### src/rtl/issue_scheduler.sv
// Issue scheduler: picks ready reservation-buffer entries for execution.
// Owns a single-issue ALU/branch slot and the shared data-memory port (sequenced
// by an IDLE/REQ/WAIT/DONE FSM), enforces store ordering via a completed-store
// counter, and reports memory completions.
// Ports:
//   clk, rst            clock, synchronous active-high reset
//   i_entries           current buffer contents
//   i_flush_valid       branch mispredict kill
//   i_flush_spectag     kill mask, matched against speculative_tag
//   i_alu_ready         ALU/branch unit accepts an issue this cycle
//   o_alu_issue_valid   registered ALU/branch issue
//   o_alu_issue_index   issued entry index
//   mem                 memory request/response and completion bus (master)
package issue_scheduler_pkg;
  localparam int BUF_SIZE     = 8;
  localparam int BUF_SIZE_LOG = 3;

  typedef logic [BUF_SIZE_LOG-1:0] index_t;

  typedef enum logic [1:0] {S_EMPTY, S_NOT_EXECUTED, S_EXECUTING, S_EXECUTED} estate_t;
  typedef enum logic [2:0] {U_ALU, U_BRANCH, U_LOAD, U_STORE, U_MUL} unit_t;

  typedef struct packed {
    estate_t     e_state;
    logic        J_rdy;
    logic        K_rdy;
    unit_t       unit;
    index_t      number_of_early_store_ops;
    logic [5:0]  speculative_tag;
    logic [5:0]  tag;
    logic [31:0] Vj;
    logic [31:0] Vk;
    logic [31:0] A;
    logic [2:0]  rwmm;
  } entry_t;
endpackage

module issue_scheduler
  import issue_scheduler_pkg::*;
(
  input  logic                clk,
  input  logic                rst,
  input  entry_t              i_entries [BUF_SIZE],
  input  logic                i_flush_valid,
  input  logic [5:0]          i_flush_spectag,
  input  logic                i_alu_ready,
  output logic                o_alu_issue_valid,
  output index_t              o_alu_issue_index,
  issue_scheduler_if.master   mem
);

  typedef enum logic [1:0] {M_IDLE, M_REQ, M_WAIT, M_DONE} mstate_t;

  function automatic logic f_killed(input logic [5:0] spectag, input logic fv,
                                    input logic [5:0] mask);
    return fv && ((spectag & mask) != 6'd0);
  endfunction

  logic        r_alu_valid;
  index_t      r_alu_index;
  mstate_t     r_state;
  logic        r_kill;
  index_t      r_store_cnt;
  index_t      r_mem_index;
  logic        r_req_valid;
  logic        r_req_we;
  logic [31:0] r_req_addr;
  logic [31:0] r_req_wdata;
  logic [2:0]  r_req_rwmm;
  logic [5:0]  r_spec;
  logic        r_done_valid;
  logic [31:0] r_done_result;

  logic        w_alu_found;
  index_t      w_alu_sel;
  logic [5:0]  w_alu_tag;
  logic        w_alu_kill;
  logic        w_mem_found;
  index_t      w_mem_sel;
  logic [5:0]  w_mem_tag;
  logic        w_ready;
  logic        w_is_mem;
  logic        w_alu_cand;
  logic        w_mem_cand;
  logic        w_kill_now;

  // Oldest-ready selection for both paths; strict '>' keeps the lowest index on ties.
  always_comb begin
    w_alu_found = 1'b0;
    w_alu_sel   = '0;
    w_alu_tag   = 6'd0;
    w_mem_found = 1'b0;
    w_mem_sel   = '0;
    w_mem_tag   = 6'd0;
    w_ready     = 1'b0;
    w_is_mem    = 1'b0;
    w_alu_cand  = 1'b0;
    w_mem_cand  = 1'b0;
    for (int i = 0; i < BUF_SIZE; i++) begin
      w_ready  = (i_entries[i].e_state == S_NOT_EXECUTED) && i_entries[i].J_rdy && i_entries[i].K_rdy;
      w_is_mem = (i_entries[i].unit == U_LOAD) || (i_entries[i].unit == U_STORE);
      // The presented index is still NOT_EXECUTED in the buffer for one more cycle.
      w_alu_cand = w_ready && !w_is_mem &&
                   !(r_alu_valid && (r_alu_index == index_t'(i))) &&
                   (!w_alu_found || (i_entries[i].tag > w_alu_tag));
      w_mem_cand = w_ready && w_is_mem &&
                   (i_entries[i].number_of_early_store_ops == r_store_cnt) &&
                   ((i_entries[i].unit != U_STORE) || (i_entries[i].speculative_tag == 6'd0)) &&
                   (!w_mem_found || (i_entries[i].tag > w_mem_tag));
      w_alu_sel   = w_alu_cand ? index_t'(i) : w_alu_sel;
      w_alu_tag   = w_alu_cand ? i_entries[i].tag : w_alu_tag;
      w_alu_found = w_alu_found || w_alu_cand;
      w_mem_sel   = w_mem_cand ? index_t'(i) : w_mem_sel;
      w_mem_tag   = w_mem_cand ? i_entries[i].tag : w_mem_tag;
      w_mem_found = w_mem_found || w_mem_cand;
    end
    w_alu_kill = f_killed(i_entries[w_alu_sel].speculative_tag, i_flush_valid, i_flush_spectag);
    w_kill_now = f_killed(r_spec, i_flush_valid, i_flush_spectag);
  end

  // ALU/branch issue register.
  always_ff @(posedge clk) begin
    if (rst) begin
      r_alu_valid <= 1'b0;
      r_alu_index <= '0;
    end else if (w_alu_found && i_alu_ready && !w_alu_kill) begin
      r_alu_valid <= 1'b1;
      r_alu_index <= w_alu_sel;
    end else begin
      r_alu_valid <= 1'b0;
    end
  end

  // Memory-port FSM with registered request and completion outputs.
  always_ff @(posedge clk) begin
    if (rst) begin
      r_state       <= M_IDLE;
      r_kill        <= 1'b0;
      r_store_cnt   <= '0;
      r_mem_index   <= '0;
      r_req_valid   <= 1'b0;
      r_req_we      <= 1'b0;
      r_req_addr    <= 32'd0;
      r_req_wdata   <= 32'd0;
      r_req_rwmm    <= 3'd0;
      r_spec        <= 6'd0;
      r_done_valid  <= 1'b0;
      r_done_result <= 32'd0;
    end else begin
      case (r_state)
        M_IDLE: begin
          r_kill <= 1'b0;
          if (w_mem_found && !i_flush_valid) begin
            r_mem_index <= w_mem_sel;
            r_req_addr  <= i_entries[w_mem_sel].Vj + i_entries[w_mem_sel].A;
            r_req_we    <= (i_entries[w_mem_sel].unit == U_STORE);
            r_req_wdata <= (i_entries[w_mem_sel].unit == U_STORE) ? i_entries[w_mem_sel].Vk : 32'd0;
            r_req_rwmm  <= i_entries[w_mem_sel].rwmm;
            r_spec      <= i_entries[w_mem_sel].speculative_tag;
            r_req_valid <= 1'b1;
            r_state     <= M_REQ;
          end
        end
        M_REQ: begin
          // A killed request still finishes its handshake; only the report is dropped.
          if (w_kill_now) r_kill <= 1'b1;
          if (mem.mem_req_ready) begin
            r_req_valid <= 1'b0;
            if (!r_req_we) begin
              r_state <= M_WAIT;
            end else if (r_kill || w_kill_now) begin
              r_state <= M_IDLE;
            end else begin
              r_done_valid  <= 1'b1;
              r_done_result <= 32'd0;
              r_state       <= M_DONE;
            end
          end
        end
        M_WAIT: begin
          if (mem.mem_rsp_valid) begin
            if (r_kill || w_kill_now) begin
              r_state <= M_IDLE;
            end else begin
              r_done_valid  <= 1'b1;
              r_done_result <= mem.mem_rsp_data;
              r_state       <= M_DONE;
            end
          end else if (w_kill_now) begin
            r_kill <= 1'b1;
          end
        end
        M_DONE: begin
          r_done_valid <= 1'b0;
          if (r_req_we) r_store_cnt <= r_store_cnt + index_t'(1);
          r_state <= M_IDLE;
        end
        default: begin
          r_state <= M_IDLE;
        end
      endcase
    end
  end

  assign o_alu_issue_valid   = r_alu_valid;
  assign o_alu_issue_index   = r_alu_index;
  assign mem.mem_req_valid   = r_req_valid;
  assign mem.mem_req_we      = r_req_we;
  assign mem.mem_req_addr    = r_req_addr;
  assign mem.mem_req_wdata   = r_req_wdata;
  assign mem.mem_req_rwmm    = r_req_rwmm;
  assign mem.mem_done_valid  = r_done_valid;
  assign mem.mem_done_index  = r_mem_index;
  assign mem.mem_done_result = r_done_result;

endmodule

### src/rtl/issue_scheduler_if.sv
// Memory-side bus of the issue scheduler.
// Carries the request/response handshake with the shared data-memory port and
// the completion report to the buffer-update logic.
//   master (scheduler): drives mem_req_*, mem_done_*; samples mem_req_ready, mem_rsp_*
//   slave  (memory/buffer side): the opposite directions
interface issue_scheduler_if #(
  parameter int IDX_W  = 3,
  parameter int RWMM_W = 3
);
  logic              mem_req_valid;
  logic              mem_req_ready;
  logic              mem_req_we;
  logic [31:0]       mem_req_addr;
  logic [31:0]       mem_req_wdata;
  logic [RWMM_W-1:0] mem_req_rwmm;
  logic              mem_rsp_valid;
  logic [31:0]       mem_rsp_data;
  logic              mem_done_valid;
  logic [IDX_W-1:0]  mem_done_index;
  logic [31:0]       mem_done_result;

  modport master (
    output mem_req_valid, mem_req_we, mem_req_addr, mem_req_wdata, mem_req_rwmm,
    output mem_done_valid, mem_done_index, mem_done_result,
    input  mem_req_ready, mem_rsp_valid, mem_rsp_data
  );

  modport slave (
    input  mem_req_valid, mem_req_we, mem_req_addr, mem_req_wdata, mem_req_rwmm,
    input  mem_done_valid, mem_done_index, mem_done_result,
    output mem_req_ready, mem_rsp_valid, mem_rsp_data
  );
endinterface

### src/flat_wrapper.sv
// flat-port wrapper written by rule: the top's interface ports become plain ports
module issue_scheduler_flat import issue_scheduler_pkg::*;
  (clk, rst, i_entries, i_flush_valid, i_flush_spectag, i_alu_ready, o_alu_issue_valid, o_alu_issue_index, mem_mem_req_valid, mem_mem_req_we, mem_mem_req_addr, mem_mem_req_wdata, mem_mem_req_rwmm, mem_mem_done_valid, mem_mem_done_index, mem_mem_done_result, mem_mem_req_ready, mem_mem_rsp_valid, mem_mem_rsp_data);
  issue_scheduler_if #(.IDX_W(BUF_SIZE_LOG), .RWMM_W(3)) mem_i ();
  input  logic clk;
  input  logic rst;
  input  entry_t i_entries[BUF_SIZE];
  input  logic i_flush_valid;
  input  logic [5:0] i_flush_spectag;
  input  logic i_alu_ready;
  output logic o_alu_issue_valid;
  output index_t o_alu_issue_index;
  output wire logic [$bits(mem_i.mem_req_valid)-1:0] mem_mem_req_valid;
  output wire logic [$bits(mem_i.mem_req_we)-1:0] mem_mem_req_we;
  output wire logic [$bits(mem_i.mem_req_addr)-1:0] mem_mem_req_addr;
  output wire logic [$bits(mem_i.mem_req_wdata)-1:0] mem_mem_req_wdata;
  output wire logic [$bits(mem_i.mem_req_rwmm)-1:0] mem_mem_req_rwmm;
  output wire logic [$bits(mem_i.mem_done_valid)-1:0] mem_mem_done_valid;
  output wire logic [$bits(mem_i.mem_done_index)-1:0] mem_mem_done_index;
  output wire logic [$bits(mem_i.mem_done_result)-1:0] mem_mem_done_result;
  input wire logic [$bits(mem_i.mem_req_ready)-1:0] mem_mem_req_ready;
  input wire logic [$bits(mem_i.mem_rsp_valid)-1:0] mem_mem_rsp_valid;
  input wire logic [$bits(mem_i.mem_rsp_data)-1:0] mem_mem_rsp_data;
  assign mem_mem_req_valid = mem_i.mem_req_valid;
  assign mem_mem_req_we = mem_i.mem_req_we;
  assign mem_mem_req_addr = mem_i.mem_req_addr;
  assign mem_mem_req_wdata = mem_i.mem_req_wdata;
  assign mem_mem_req_rwmm = mem_i.mem_req_rwmm;
  assign mem_mem_done_valid = mem_i.mem_done_valid;
  assign mem_mem_done_index = mem_i.mem_done_index;
  assign mem_mem_done_result = mem_i.mem_done_result;
  assign mem_i.mem_req_ready = mem_mem_req_ready;
  assign mem_i.mem_rsp_valid = mem_mem_rsp_valid;
  assign mem_i.mem_rsp_data = mem_mem_rsp_data;
  issue_scheduler u_core (.clk(clk), .rst(rst), .i_entries(i_entries), .i_flush_valid(i_flush_valid), .i_flush_spectag(i_flush_spectag), .i_alu_ready(i_alu_ready), .o_alu_issue_valid(o_alu_issue_valid), .o_alu_issue_index(o_alu_issue_index), .mem(mem_i));
endmodule
### config.mk
export PLATFORM = sky130hd
export DESIGN_NAME = issue_scheduler_flat
export DESIGN_NICKNAME = d
export VERILOG_FILES = /design/src/rtl/issue_scheduler.sv /design/src/rtl/issue_scheduler_if.sv /design/src/flat_wrapper.sv
export SDC_FILE = /design/constraint.sdc
export NUM_CORES = 1
export LEC_CHECK = 0
export ABC_AREA = 0
export ABC_CLOCK_PERIOD_IN_PS = 26700
export BUFFER_PORTS_ARGS = -buffer_cell sky130_fd_sc_hd__buf_2
export CORE_AREA = 2 2 431 433
export CTS_BUF_LIST = sky130_fd_sc_hd__clkbuf_8
export CTS_CLUSTER_DIAMETER = 40
export CTS_CLUSTER_SIZE = 30
export DETAILED_ROUTE_END_ITERATION = 8
export DIE_AREA = 0 0 433 435
export HOLD_SLACK_MARGIN = 0.15
export PLACE_DENSITY_LB_ADDON = 0.3
export SYNTH_ARGS = -nofsm -noshare
export SYNTH_HDL_FRONTEND = slang
export SYNTH_SLANG_ARGS = --single-unit
### constraint.sdc
create_clock -name clk -period 26.7 [get_ports clk]
set_clock_uncertainty 0.1 [all_clocks]
set_input_delay 0 -clock clk [delete_from_list [all_inputs] [get_ports clk]]
set_output_delay 0 -clock clk [all_outputs]
set_load 0.05 [all_outputs]
==> metrics.txt <==
status finished, final reports clean; Rel. slew slack 20.9%; placement-stage cell area 0.0262 mm²; final-report hold violation count 0; sequential power share 27.1%; Synth Instances about 2700; FP Rows 158; DIE WIDTH 433 µm; Synth Cell Area 0.0177 mm²; post-CTS resize count 0; Setup TNS 0 ps; EDFF count, synth 0; worst skew pair latency 600 ps; Final period util 80.6%; buffers added on ports 1120; H-tree depth 4; Pint 0.000393 W; FFs w/ async S/R, synth 0%; Yosys warnings 0; Die H 435 µm; DRT Pass-1 Iters 5; root buf cell clkbuf_8; global-route wire length before repair 194000 µm; via count of the first global-routing pass 25600; Post-Syn Nets 3832; Routed WL per cell 22.0 µm; Startpoint Class flip-flop; max-slew violation count 0; fmax 46.5 MHz; clock group share of total power between 20% and 30%; Buf+Inv Stages, Crit Path 10; measured slew at the worst slew-check pin 1170 ps; switching share of power 42.1%; P&R area growth vs syn 65.9%; Slowest cell on crit path o21ai_0; worst setup margin just over 5000 ps; DRC viols 0; Final GP Congestion 0.948; routed via count between 20000 and 30000; Arr. time, crit path 21840 ps; Max-Cap Viols 0; Layout Cell Area excl Fill roughly 0.029 mm²; Initial Util 9.61%; CP required 27020 ps; IR drop worst, VDD 32.5 µV; area taken by multi-input logic gates 0.0143 mm²; Setup Crit Path Kind flip-flop to flip-flop; Num CTS Buffers 17; Layout Cells excl Fill ~6500; P_sw 0.000285 W; io pins approximately 1100; # fillers about 21000; Hold Buf Count CTS 277; most common cell after layout, fill and taps aside buf_2; Pleak 13.6 nW; most frequent cells in the layout 1119 x buf_2, 799 x nand2_1, 368 x nand3_1; Place WS around 6400 ps; CP max stage delay 920 ps; setup bufs post-CTS 0; register clock-pin slew on the reported worst setup and hold paths 130 ps; layout cells sized above 1 34.1%; initial antenna violation count 61; Final Setup Violations 0; total global routing overflow 0; Clock Sinks 121; Cells after DPL 6164; register area approximately 0.0024 mm²; Max clock buf depth 2; cell family with most CP delay compound AO/OA/AOI/OAI gates; Layout Nets 5113; 1st-iter DRT viols 1714; Routed Antenna Nets 0; CP Max Fanout 69; ys flop type dfxtp_1; Pwr Density 23.1 mW/mm²; RSZ-0062 raised after global routing no; Gate power share 45.4%; min Tclk post-route 21530 ps; crit-path most repeated cell o21ai_0; Die Area between 0.15 and 0.2 mm²; drt via density between 3 and 4; core box area 0.184 mm²; Crit. End Element flip-flop; sequential area share after synthesis between 10% and 20%; total track usage 14.6%; worst hold path class primary input to flip-flop; hpwl dp 120000 µm; Synth cell types 84; synthesized flop and latch total 121; largest net degree at the start of global routing 136; TritonCTS clock tree built; final WL 143000 µm; Syn Area/Cell 6.56 µm²
## state kept, by name (all words and copies together), names as in the netlist, 2 cells and up
signal	flops
u_core.mem.mem_req_wdata	32
u_core.r_spec	6
u_core.r_store_cnt	3
u_core.mem.mem_req_addr	32
u_core.mem.mem_done_index	3
u_core.mem.mem_req_rwmm	3
u_core.r_state	2
u_core.o_alu_issue_index	3
u_core.mem.mem_done_result	32
## path summary, 6_finish.rpt
kind | startpoint | endpoint | slack (ps) | depth (start not counted)
setup / recovery | u_core.r_store_cnt[0]$_SDFFE_PP0P_ | u_core.mem.mem_req_addr[28]$_SDFFE_PP0P_ | 5170 | 87
hold / removal | i_entries[335] | u_core.mem.mem_req_addr[26]$_SDFFE_PP0P_ | 210 | 8
setup reg to reg | u_core.r_store_cnt[0]$_SDFFE_PP0P_ | u_core.mem.mem_req_addr[28]$_SDFFE_PP0P_ | 5170 | 87
hold reg to reg | u_core.mem.mem_req_addr[17]$_SDFFE_PP0P_ | u_core.mem.mem_req_addr[17]$_SDFFE_PP0P_ | 350 | 2
## synth_stat cells (39+ instances only)
cell	n	share of area [%]
o22ai_1	48	1.7
inv_1	76	1.6
a21oi_1	129	3.6
o21ai_0	109	3.1
a21o_1	39	1.7
nand2_1	803	17
mux2i_1	116	6.6
mux2_2	88	5.6
nor2_1	71	1.5
dfxtp_1	121	14
clkbuf_1	136	2.9
ha_1	120	8.5
nand3_1	368	10
## power by group through the flow
| stage | Clock, W | Combinational, W | Sequential (W) |
|---|---|---|---|
| after detailed placement | 0 | 0.000287 | 0.000188 |
| after global routing | 0.000210 | 0.000338 | 0.000184 |
| after CTS | 0.000208 | 0.000312 | 0.000184 |
| after floorplan | 0 | 0.000128 | 0.000192 |
| final | 0.000186 | 0.000308 | 0.000184 |
| after global placement | 0 | 0.000288 | 0.000188 |
## cell type report
type / instances / share of cell area, %
well taps: 2480 / 10.6
flip-flops and latches: 121 / 8.25
diodes: 23 / 0.196
clock buffers: 18 / 0.844
clock inverters: 14 / 0.388
repair buffers: 1455 / 30.1
inverters: 77 / 0.985
multi-input cells: 2308 / 48.6
## tightest hold or removal path: cells and delay by family
| kind | cells | cell delay [ps] |
|---|---|---|
| buf+inv | 1 | 80 |
| simple gates | 3 | 290 |
| xor+xnor | 1 | 120 |
| compound gates | 2 | 140 |
| fa+ha+maj | 1 | 190 |
## metrics by stage
| stage | util (%) | total power, W | hold slack [ps] |
|---|---|---|---|
| floorplan | - | 0.000320 | 67.6 |
| global placement | 14.2 | 0.000475 | 177 |
| detailed placement | 14.2 | 0.000475 | 185 |
| CTS | 15.9 | 0.000704 | 152 |
| global route | 15.9 | 0.000732 | 236 |
| finish | 15.9 | 0.000678 | 207 |
## kinds of logic after synthesis
| kind of cell | synth area share (%) |
|---|---|
| AO/OA/AOI/OAI | 21.9 |
| XOR/XNOR | 2.87 |
| adder cells (fa/ha/maj) | 8.60 |
| buffers and inverters | 6.16 |
| flip-flops | 13.7 |
| multiplexers | 12.2 |
| AND/OR/NAND/NOR | 34.5 |
## routing by layer
layer  GRT usage (%)  vias to the layer above  wire, µm
li1                -                    12200         -
met1            16.6                    11900     56300
met2            26.6                      896     73100
met3            2.95                      186      8540
met4            5.33                       34      4870
met5               0                        -       199
No activity file was read; power rests on OpenSTA's default activity.
